<file path="src/rtl/instr_fetch_buffer.sv">
// instr_fetch_buffer: single-outstanding instruction fetch with a tagged circular queue.
// Optional FETCH_BYPASS_EN presents a response on an empty queue in the same cycle.
module instr_fetch_buffer #(
    parameter int ADDR_W = 4,
    parameter int DATA_W = 32,
    parameter int DEPTH  = 4
) (
    input  logic              clk,
    input  logic              clr_n,
    input  logic [ADDR_W-1:0] pc_in,
    output logic              pc_ena,
    input  logic              flush,
    output logic              mem_req,
    output logic [ADDR_W-1:0] mem_addr,
    input  logic              mem_gnt,
    input  logic              mem_rvalid,
    input  logic [DATA_W-1:0] mem_rdata,
    output logic              instr_valid,
    input  logic              instr_ready,
    output logic [DATA_W-1:0] instr_data,
    output logic [ADDR_W-1:0] instr_pc
);
    localparam int PW = $clog2(DEPTH);
    localparam int CW = PW + 1;
    localparam logic [1:0] IDLE = 2'd0;
    localparam logic [1:0] WAIT = 2'd1;
    localparam logic [1:0] DROP = 2'd2;

    logic [1:0]        state;
    logic [CW-1:0]     count;
    logic [PW-1:0]     rd_ptr;
    logic [PW-1:0]     wr_ptr;
    logic [ADDR_W-1:0] req_pc;
    logic [DATA_W-1:0] data_q [DEPTH];
    logic [ADDR_W-1:0] pc_q [DEPTH];
    logic              rsp;
    logic              byp;
    logic              head_valid;
    logic              push;
    logic              pop;

    // Request is held low while reset is asserted so the bus is quiet immediately.
    always_comb begin
        head_valid  = count != '0;
        mem_req     = ~clr_n & (state == IDLE) & (count < CW'(DEPTH)) & ~flush;
        pc_ena      = mem_req & mem_gnt;
        mem_addr    = pc_in;
        rsp         = (state == WAIT) & mem_rvalid & ~flush;
`ifdef FETCH_BYPASS_EN
        byp         = rsp & ~head_valid;
`else
        byp         = 1'b0;
`endif
        instr_valid = head_valid | byp;
        instr_data  = byp ? mem_rdata : data_q[rd_ptr];
        instr_pc    = byp ? req_pc : pc_q[rd_ptr];
        pop         = head_valid & instr_ready;
        push        = rsp & ~(byp & instr_ready);
    end

    always_ff @(posedge clk or posedge clr_n) begin
        if (clr_n) begin
            state  <= IDLE;
            req_pc <= '0;
        end else begin
            case (state)
                IDLE: if (pc_ena) begin
                    state  <= WAIT;
                    req_pc <= pc_in;
                end
                WAIT: state <= mem_rvalid ? IDLE : (flush ? DROP : WAIT);
                DROP: state <= mem_rvalid ? IDLE : DROP;
                default: state <= IDLE;
            endcase
        end
    end

    always_ff @(posedge clk or posedge clr_n) begin
        if (clr_n) begin
            count  <= '0;
            rd_ptr <= '0;
            wr_ptr <= '0;
            for (int i = 0; i < DEPTH; i++) begin
                data_q[i] <= '0;
                pc_q[i]   <= '0;
            end
        end else if (flush) begin
            count  <= '0;
            rd_ptr <= '0;
            wr_ptr <= '0;
        end else begin
            if (push) begin
                data_q[wr_ptr] <= mem_rdata;
                pc_q[wr_ptr]   <= req_pc;
                wr_ptr         <= wr_ptr + 1'b1;
            end
            if (pop)
                rd_ptr <= rd_ptr + 1'b1;
            count <= count + CW'(push) - CW'(pop);
        end
    end
endmodule

</file>
<file path="config.mk">
export PLATFORM = sky130hd
export DESIGN_NAME = instr_fetch_buffer
export DESIGN_NICKNAME = d
export VERILOG_FILES = /design/src/rtl/instr_fetch_buffer.sv
export SDC_FILE = /design/constraint.sdc
export NUM_CORES = 1
export LEC_CHECK = 0
export ABC_AREA = 0
export BUFFER_PORTS_ARGS = -buffer_cell sky130_fd_sc_hd__clkbuf_2
export CORE_ASPECT_RATIO = 0.7
export CORE_UTILIZATION = 50
export DETAILED_ROUTE_END_ITERATION = 7
export PLACE_DENSITY = 0.7
export SLEW_MARGIN = 25
export SYNTH_ARGS = -nofsm -noshare
export SYNTH_HDL_FRONTEND = slang
export SYNTH_SLANG_ARGS = --single-unit
export TNS_END_PERCENT = 50
</file>
<file path="constraint.sdc">
create_clock -name clk -period 10.34 [get_ports clk]
set_input_delay 1.551 -clock clk [delete_from_list [all_inputs] [get_ports clk]]
set_output_delay 1.551 -clock clk [all_outputs]
set_load 0.1 [all_outputs]
</file>
[After elaboration in Yosys (flattened, before gate mapping)]
Index checks and enable logic that the tools add are counted.
Word-level totals
  bits in registers: 157
  input port bits: 42
  output and inout port bits: 43
  word-level logic and storage cells: 64
Cells by class
  add/sub/neg operators: 4
  magnitude comparators: 4
  equality and inequality tests: 3
  mux-type cells: 22
  bitwise operators: 11
  reductions and logical operators: 7
Operators by type and width (count)
  $bwmux 128: 1
  $mux 32: 3
  $bmux 32 s2: 1
  $demux 32 s2: 1
  $bwmux 16: 1
  $mux 2: 8
  $mux 4: 3
  $bmux 4 s2: 1
  $demux 4 s2: 1
  $and 1x1->1: 7
  $ge 3x3->1 const B: 2
  $not 2->3: 2
  $pmux 2 s3: 1
  $add 2x1->2 const B: 2
  $reduce_and 2->1: 2
  $reduce_bool 2->1: 2
  $add 3x1->3: 1
  $lt 3x1->1 const B: 1
  $lt 3x3->1 const B: 1
  $mux 3: 1
  $reduce_bool 3->1: 1
  $sub 3x1->3: 1
  $eq 2x1->1 const B: 1
  $eq 2x2->1 const B: 1
  other kinds (4): 5

[Depth between registers and ports, before layout]
Gate-level depths: netlist of run 1.
  word-level depth: 7
  depth in mapped cells: 9
  depth with buffers taken out: 9

[Least setup slack after synthesis of run 1]
No wires, ideal clock.
  kind: input -> output
  start point: input port clr_n
  end point: output port mem_req
  arrival: 5.858 ns
  data required time: 8.789 ns
  setup slack: 2.931 ns
  stages: 2
  path buffers: 0
  path through: inv_1 > and2_1
Between the ends
  longest elaborated chain between the ends: 4
RTL lines
  start: declaration: RTL line 9  | input logic clr_n,
  $not 1->1: RTL line 45  | mem_req = ~clr_n & (state == IDLE) & (count < CW'(DEPTH)) & ~flush;
  $and 1x1->1 (3 in a row): RTL line 45
  end: declaration: RTL line 13  | output logic mem_req,
No other way between the ends.

[Worst setup path after layout of run 1]
  start point: input port flush
  end point: output port pc_ena
Between the ends
  longest elaborated chain between the ends: 3
RTL lines
  start: declaration: RTL line 12  | input logic flush,
  $not 1->1 (no line)
  $and 1x1->1: RTL line 45
  $and 1x1->1: RTL line 46  | pc_ena = mem_req & mem_gnt;
  end: declaration: RTL line 11  | output logic pc_ena,
No other way between the ends.

==> reports/results.ini, run 1 <==
[run_status]
outcome=finished, final reports clean

[sta]
rsz0062_at_grt=no
slew_viol_final=0
setup_viol=0
fin_ws_ns=5.91
fmaxAchievable_ghz=0.226
hold_viol=0
skew_ns=0.0102
tns_ns=0
max_slew_margin=0.313
period_share=0.428
worst_slew_pin_slew_ns=1.03
post-route-min-period_ns=4.43

[cts]
clock_sinks=157
postCtsSetupBuffers=0
clkTransAtPathRegs_ns=0.05
clk_latency_ns=0.42
cts-resized-gates=0
numCtsBuffers=17
htree_levels=4
cts_tree=built
ctsHoldBuffers=0
clockBufferDepth=2
clockRootBuffer=clkbuf_16

[die]
chipWidth_um=143
ioPinCount=85
dieArea_sq_mm=0.0144
rows=35
start_util=0.521
coreArea_sq_mm=0.0134
die_h_um=101

[pwr]
p_leak_uw=0.00400
internal_power_uw=1440
switchingPower_uw=1190
p_sw_frac=0.452
p_per_area_mw_per_mm2=324
power.share.clock=0.268
finalPower_uw=2630
comb_power_share=0.429
p_seq_frac=0.303
ir_drop_mv=0.172

[placed_design]
io_buffers=84
hpwl_um=7940
preCtsSetupSlack_ns=5.88
placed_cell_area_sq_mm=0.00743
gp_congestion=0.724

[worst_setup_path]
slowest_stage=clkbuf_2
critPathBufInv=3
crit_family=buffers and inverters
max_stage_delay_ns=0.49
crit_chain=clkbuf_2, nor4_1, nand2_1, inv_1, clkbuf_2
required_ns=8.79
crit_path_end_kind=primary output
worst_path_most_repeated_cell=clkbuf_2
crit_type=in2out
setup.worst_path.start_class=primary input
crit_arrival_ns=2.88
crit_path_max_fanout=12

[hold_path]
min_path_type=reg2reg

[grt]
antenna_found_initial=0
grt_max_degree=81
track_usage=0.205
grt_first_pass_wirelength_um=21700
grt_pass1_vias=4024
overflow=0

[synth]
synthCells=412
synth-seq-area-share=0.565
ys_warn_count=0
avgSynthCellArea_sq_um=16.9
synth_fp_nets=461
synth_seq_cells=157
syn-cell-area_sq_mm=0.00696
yosysUniqueCellTypes=27

[job]
cap_violations=0

[final_layout]
post-route-util=0.607
drive_gt1_frac=0.615
fin_area_sq_mm=0.00811
syn2layout_area_growth_pct=16.5
n_antenna_cell=0
nFillCells=1013
nets=542

[routing]
wl_per_cell_um=18.8
drt_first_pass_iters=4
wl_um=13000
drt_iter0_markers=168
vias=3812
antenna_left=0
via_per_inst=5.52
drc=0

[routing by layer]
metal	share of wire	up-vias	GRT usage
li1	-	1683	-
met1	0.46	2044	0.276
met4	0.011	0	0.0695
met3	0.046	13	0.0546
met5	0	-	0
met2	0.48	72	0.324
[synth_stat cells]
library cell	instances	area (sq um)
dfrtp_1	157	3930
mux2_2	149	1680
mux4_2	36	811
buf_6	12	135
inv_1	7	26.3
nor2_1	7	26.3
buf_2	6	30.0
ha_1	6	75.1
buf_4	5	37.5
nand2_1	3	11.3
nand2_2	3	18.8
xnor2_1	3	26.3
buf_1	2	7.51
nor2b_1	2	12.5
xor2_1	2	17.5
and2_1	1	6.26
and4bb_2	1	12.5
fa_1	1	20.0
mux2i_1	1	10.0
nand2b_1	1	6.26
nand3b_1	1	7.51
nor3_4	1	16.3
nor4_1	1	6.26
o311ai_0	1	8.76
o31a_1	1	8.76
o31ai_1	1	7.51
or3_1	1	6.26
[final timing paths]
| path | from | to | slack [ns] | cells after the start |
|---|---|---|---|---|
| worst min register to register | pc_q[3] | pc_q[3] | 0.50 | 1 |
| worst min-delay path | pc_q[3] | pc_q[3] | 0.50 | 1 |
| max in group asynchronous | clr_n | data_q[4] | 7.91 | 3 |
| worst max-delay path | flush | pc_ena | 5.91 | 5 |
| worst max register to register | state[1] | count[2] | 8.15 | 9 |
| min in group asynchronous | clr_n | req_pc[3] | 1.26 | 2 |
[area by class of cell]
| cell class | instances | area (sq um) | area share |
|---|---|---|---|
| clock buffer | 18 | 429 | 0.0529 |
| tap | 185 | 231 | 0.0285 |
| clock inverter | 14 | 236 | 0.0292 |
| sequential | 157 | 3930 | 0.485 |
| multi-input combinational | 223 | 2800 | 0.346 |
| timing repair buffer | 87 | 447 | 0.0551 |
| inverter | 7 | 31.3 | 0.00386 |
[cell families after synthesis]
family | Yosys count | synth area share
muxes | 186 | 0.359
DFF | 157 | 0.565
buffers and inverters | 32 | 0.0340
and+or+nand+nor | 22 | 0.0187
adders and majority gates | 7 | 0.0137
xor gates and xnor gates | 5 | 0.00629
AOI/OAI and AO/OA | 3 | 0.00360
[metrics by stage]
step,cells,hold WS [ns]
6_report,691,0.500
3_3_place_gp,659,0.482
5_1_grt,691,0.513
3_5_place_dp,659,0.488
2_1_floorplan,412,0.474
4_1_cts,691,0.502
[power groups by stage]
stage | Sequential (uW) | Combinational [uW] | Clock (uW)
6_report | 795 | 1130 | 704
5_1_grt | 813 | 1170 | 741
4_1_cts | 797 | 1140 | 717
3_5_place_dp | 807 | 1130 | 0
3_3_place_gp | 800 | 1120 | 0
2_1_floorplan | 757 | 1020 | 0
[registers in the layout, indices dropped and copies added (netlist names)]
signal	count
wr_ptr	2
rd_ptr	2
state	2
req_pc	4
count	3
data_q	128
pc_q	16
[layout by cell type, fill, tap and decap left out, drive strengths merged, types with 2 or more instances in the layout]
| master | count |
|---|---|
| mux2 | 149 |
| bufinv | 6 |
| nor2 | 7 |
| nand2 | 6 |
| clkbuf | 102 |
| clkinv | 3 |
| nor2b | 2 |
| inv | 10 |
| buf | 3 |
| dfrtp | 157 |
| clkinvlp | 2 |
| ha | 6 |
| mux4 | 36 |
| xnor2 | 3 |
| xor2 | 2 |
Note: power is estimated with default switching activity, not from simulation.
==> inputs of run 2 (changes only) <==
==> constraint.sdc (replaced) <==
create_clock -name clk -period 4.4 [get_ports clk]
set_input_delay 0.66 -clock clk [delete_from_list [all_inputs] [get_ports clk]]
set_output_delay 0.66 -clock clk [all_outputs]
set_load 0.1 [all_outputs]
==> reports/results.ini, run 2 (synthesis results as in run 1) <==
[worst_setup_path]
crit_path_end_kind=primary output
setup.worst_path.start_class=flop
required_ns=3.74  ; -5.05 ns
crit_type=reg2out
slowest_stage=dfrtp_2
max_stage_delay_ns=0.83  ; +0.34 ns
crit_family=flip-flops
critPathBufInv=2  ; -1
crit_chain=buf_4, mux4_2, clkbuf_2
crit_path_max_fanout=20  ; +8
crit_arrival_ns=2.57  ; -0.31 ns

[placed_design]
io_buffers=84  ; unchanged
placed_cell_area_sq_mm=0.00745  ; +0.25%
gp_congestion=0.680  ; -6.1%
hpwl_um=7950  ; +0.18%
dp_cells=660  ; +0.15%
preCtsSetupSlack_ns=1.55  ; -4.33 ns

[sta]
tns_ns=0  ; unchanged
slew_viol_final=0  ; unchanged
rsz0062_at_grt=no
max_slew_margin=0.298  ; -0.0146
hold_viol=0  ; unchanged
worst_slew_pin_slew_ns=1.05  ; +0.0218 ns
setup_viol=0  ; unchanged
skew_ns=0.00929  ; -0.000929 ns
fmaxAchievable_ghz=0.309
fin_ws_ns=1.17  ; -4.74 ns
post-route-min-period_ns=3.23
period_share=0.734

[die]
coreArea_sq_mm=0.0134  ; unchanged
dieArea_sq_mm=0.0144  ; unchanged
die_h_um=101  ; unchanged
rows=35  ; unchanged
ioPinCount=85  ; unchanged
start_util=0.521  ; unchanged
chipWidth_um=143  ; unchanged

[final_layout]
n_antenna_cell=0  ; unchanged
nFillCells=1002  ; -1.1%
syn2layout_area_growth_pct=16.9
fin_area_sq_mm=0.00813  ; +0.29%
layout_common_cells=155 x dfrtp_1, 149 x mux2_2, 84 x clkbuf_2
final_common_cell=dfrtp_1
stdcell_count=693  ; +0.29%
largest_register_ffs=128  ; unchanged
regArea_sq_mm=0.00393  ; unchanged
drive_gt1_frac=0.618  ; +0.00349
multi_input_area_sq_mm=0.00280  ; -0.18%
nets=544  ; +0.37%
largest_register=data_q
reg_top3=data_q (128), pc_q (16), req_pc (4)

[pwr]
power.share.clock=0.258  ; -0.010
switchingPower_uw=2770  ; +130%
finalPower_uw=6110  ; +130%
ir_drop_mv=0.530  ; +210%
p_seq_frac=0.307  ; +0.004
p_leak_uw=0.00400  ; about the same
p_sw_frac=0.454  ; +0.00251
comb_power_share=0.435  ; +0.006
p_per_area_mw_per_mm2=751  ; +130%
internal_power_uw=3330  ; +130%

[cts]
clk_latency_ns=0.41  ; about the same
postCtsSetupBuffers=0  ; unchanged
ctsHoldBuffers=0  ; unchanged
cts-resized-gates=0  ; unchanged
cts_tree=built
htree_levels=4  ; unchanged
clockRootBuffer=clkbuf_16
clock_sinks=157  ; unchanged
numCtsBuffers=17  ; unchanged
clkTransAtPathRegs_ns=0.06  ; about the same
clockBufferDepth=2  ; unchanged

[routing]
antenna_left=0  ; unchanged
drt_iter0_markers=142  ; -15%
drt_first_pass_iters=4  ; unchanged
vias=3757  ; -1.4%
wl_um=12900  ; -0.48%
wl_per_cell_um=18.7  ; -0.76%
drc=0  ; unchanged
via_per_inst=5.42  ; -1.7%

[grt]
track_usage=0.200  ; -0.00515
antenna_found_initial=0  ; unchanged
grt_first_pass_wirelength_um=21200  ; -2.2%
grt_max_degree=158  ; +95%
grt_pass1_vias=4051  ; +0.67%
overflow=0  ; unchanged

[job]
cap_violations=0  ; unchanged

[hold_path]
min_path_type=in2reg

[run_status]
outcome=finished, final reports clean

-- run 2: cell types whose count changed in the layout (fill, tap and decap cells not counted), moves of 2 or more --
cell | before | now
clkinv_4 | 0 | 5
clkbuf_8 | 0 | 3
inv_6 | 4 | 1
bufinv_16 | 6 | 4
clkinv_2 | 3 | 1
-- run 2: worst paths after layout --
| check | startpoint | end | slack [ns] | cells after the start |
|---|---|---|---|---|
| min reg2reg | data_q[20] | data_q[20] | 0.50 | 1 |
| min | mem_rvalid | state[1] | 0.46 | 2 |
| max reg2reg | wr_ptr[0] | data_q[40] | 2.15 | 6 |
| min in group asynchronous | clr_n | req_pc[2] | 0.50 | 3 |
| max | rd_ptr[0] | instr_data[20] | 1.17 | 3 |
| max in group asynchronous | clr_n | data_q[57] | 3.28 | 3 |
-- run 2: metrics by stage --
step / hold slack (ns) / utilization
global placement: 0.482 / 0.558
detailed placement: 0.488 / 0.558
CTS: 0.438 / 0.606
finish: 0.462 / 0.609
global route: 0.473 / 0.609
floorplan: 0.474 / -
-- run 2: per-layer routing --
| layer | vias up | GRT usage | routed length, um |
|---|---|---|---|
| met3 | 14 | 0.0451 | 517 |
| met4 | 0 | 0.0670 | 139 |
| li1 | 1693 | - | - |
| met5 | - | 0 | 0 |
| met2 | 71 | 0.326 | 6190 |
| met1 | 1979 | 0.266 | 6090 |
-- run 2: cell type report --
class	instances	area share
Clock buffer	20	0.0574
Clock inverter	12	0.0228
Inverter	7	0.00369
Multi-Input combinational cell	223	0.344
Sequential cell	157	0.483
Tap cell	185	0.0285
Timing Repair Buffer	89	0.0603
-- run 2: power groups by stage --
stage          Sequential, uW  Clock [uW]  Combinational [uW]
2_1_floorplan            1780           0                2400
3_3_place_gp             1890           0                2620
3_5_place_dp             1910           0                2650
4_1_cts                  1890        1610                2660
5_1_grt                  1910        1670                2760
6_report                 1870        1580                2660
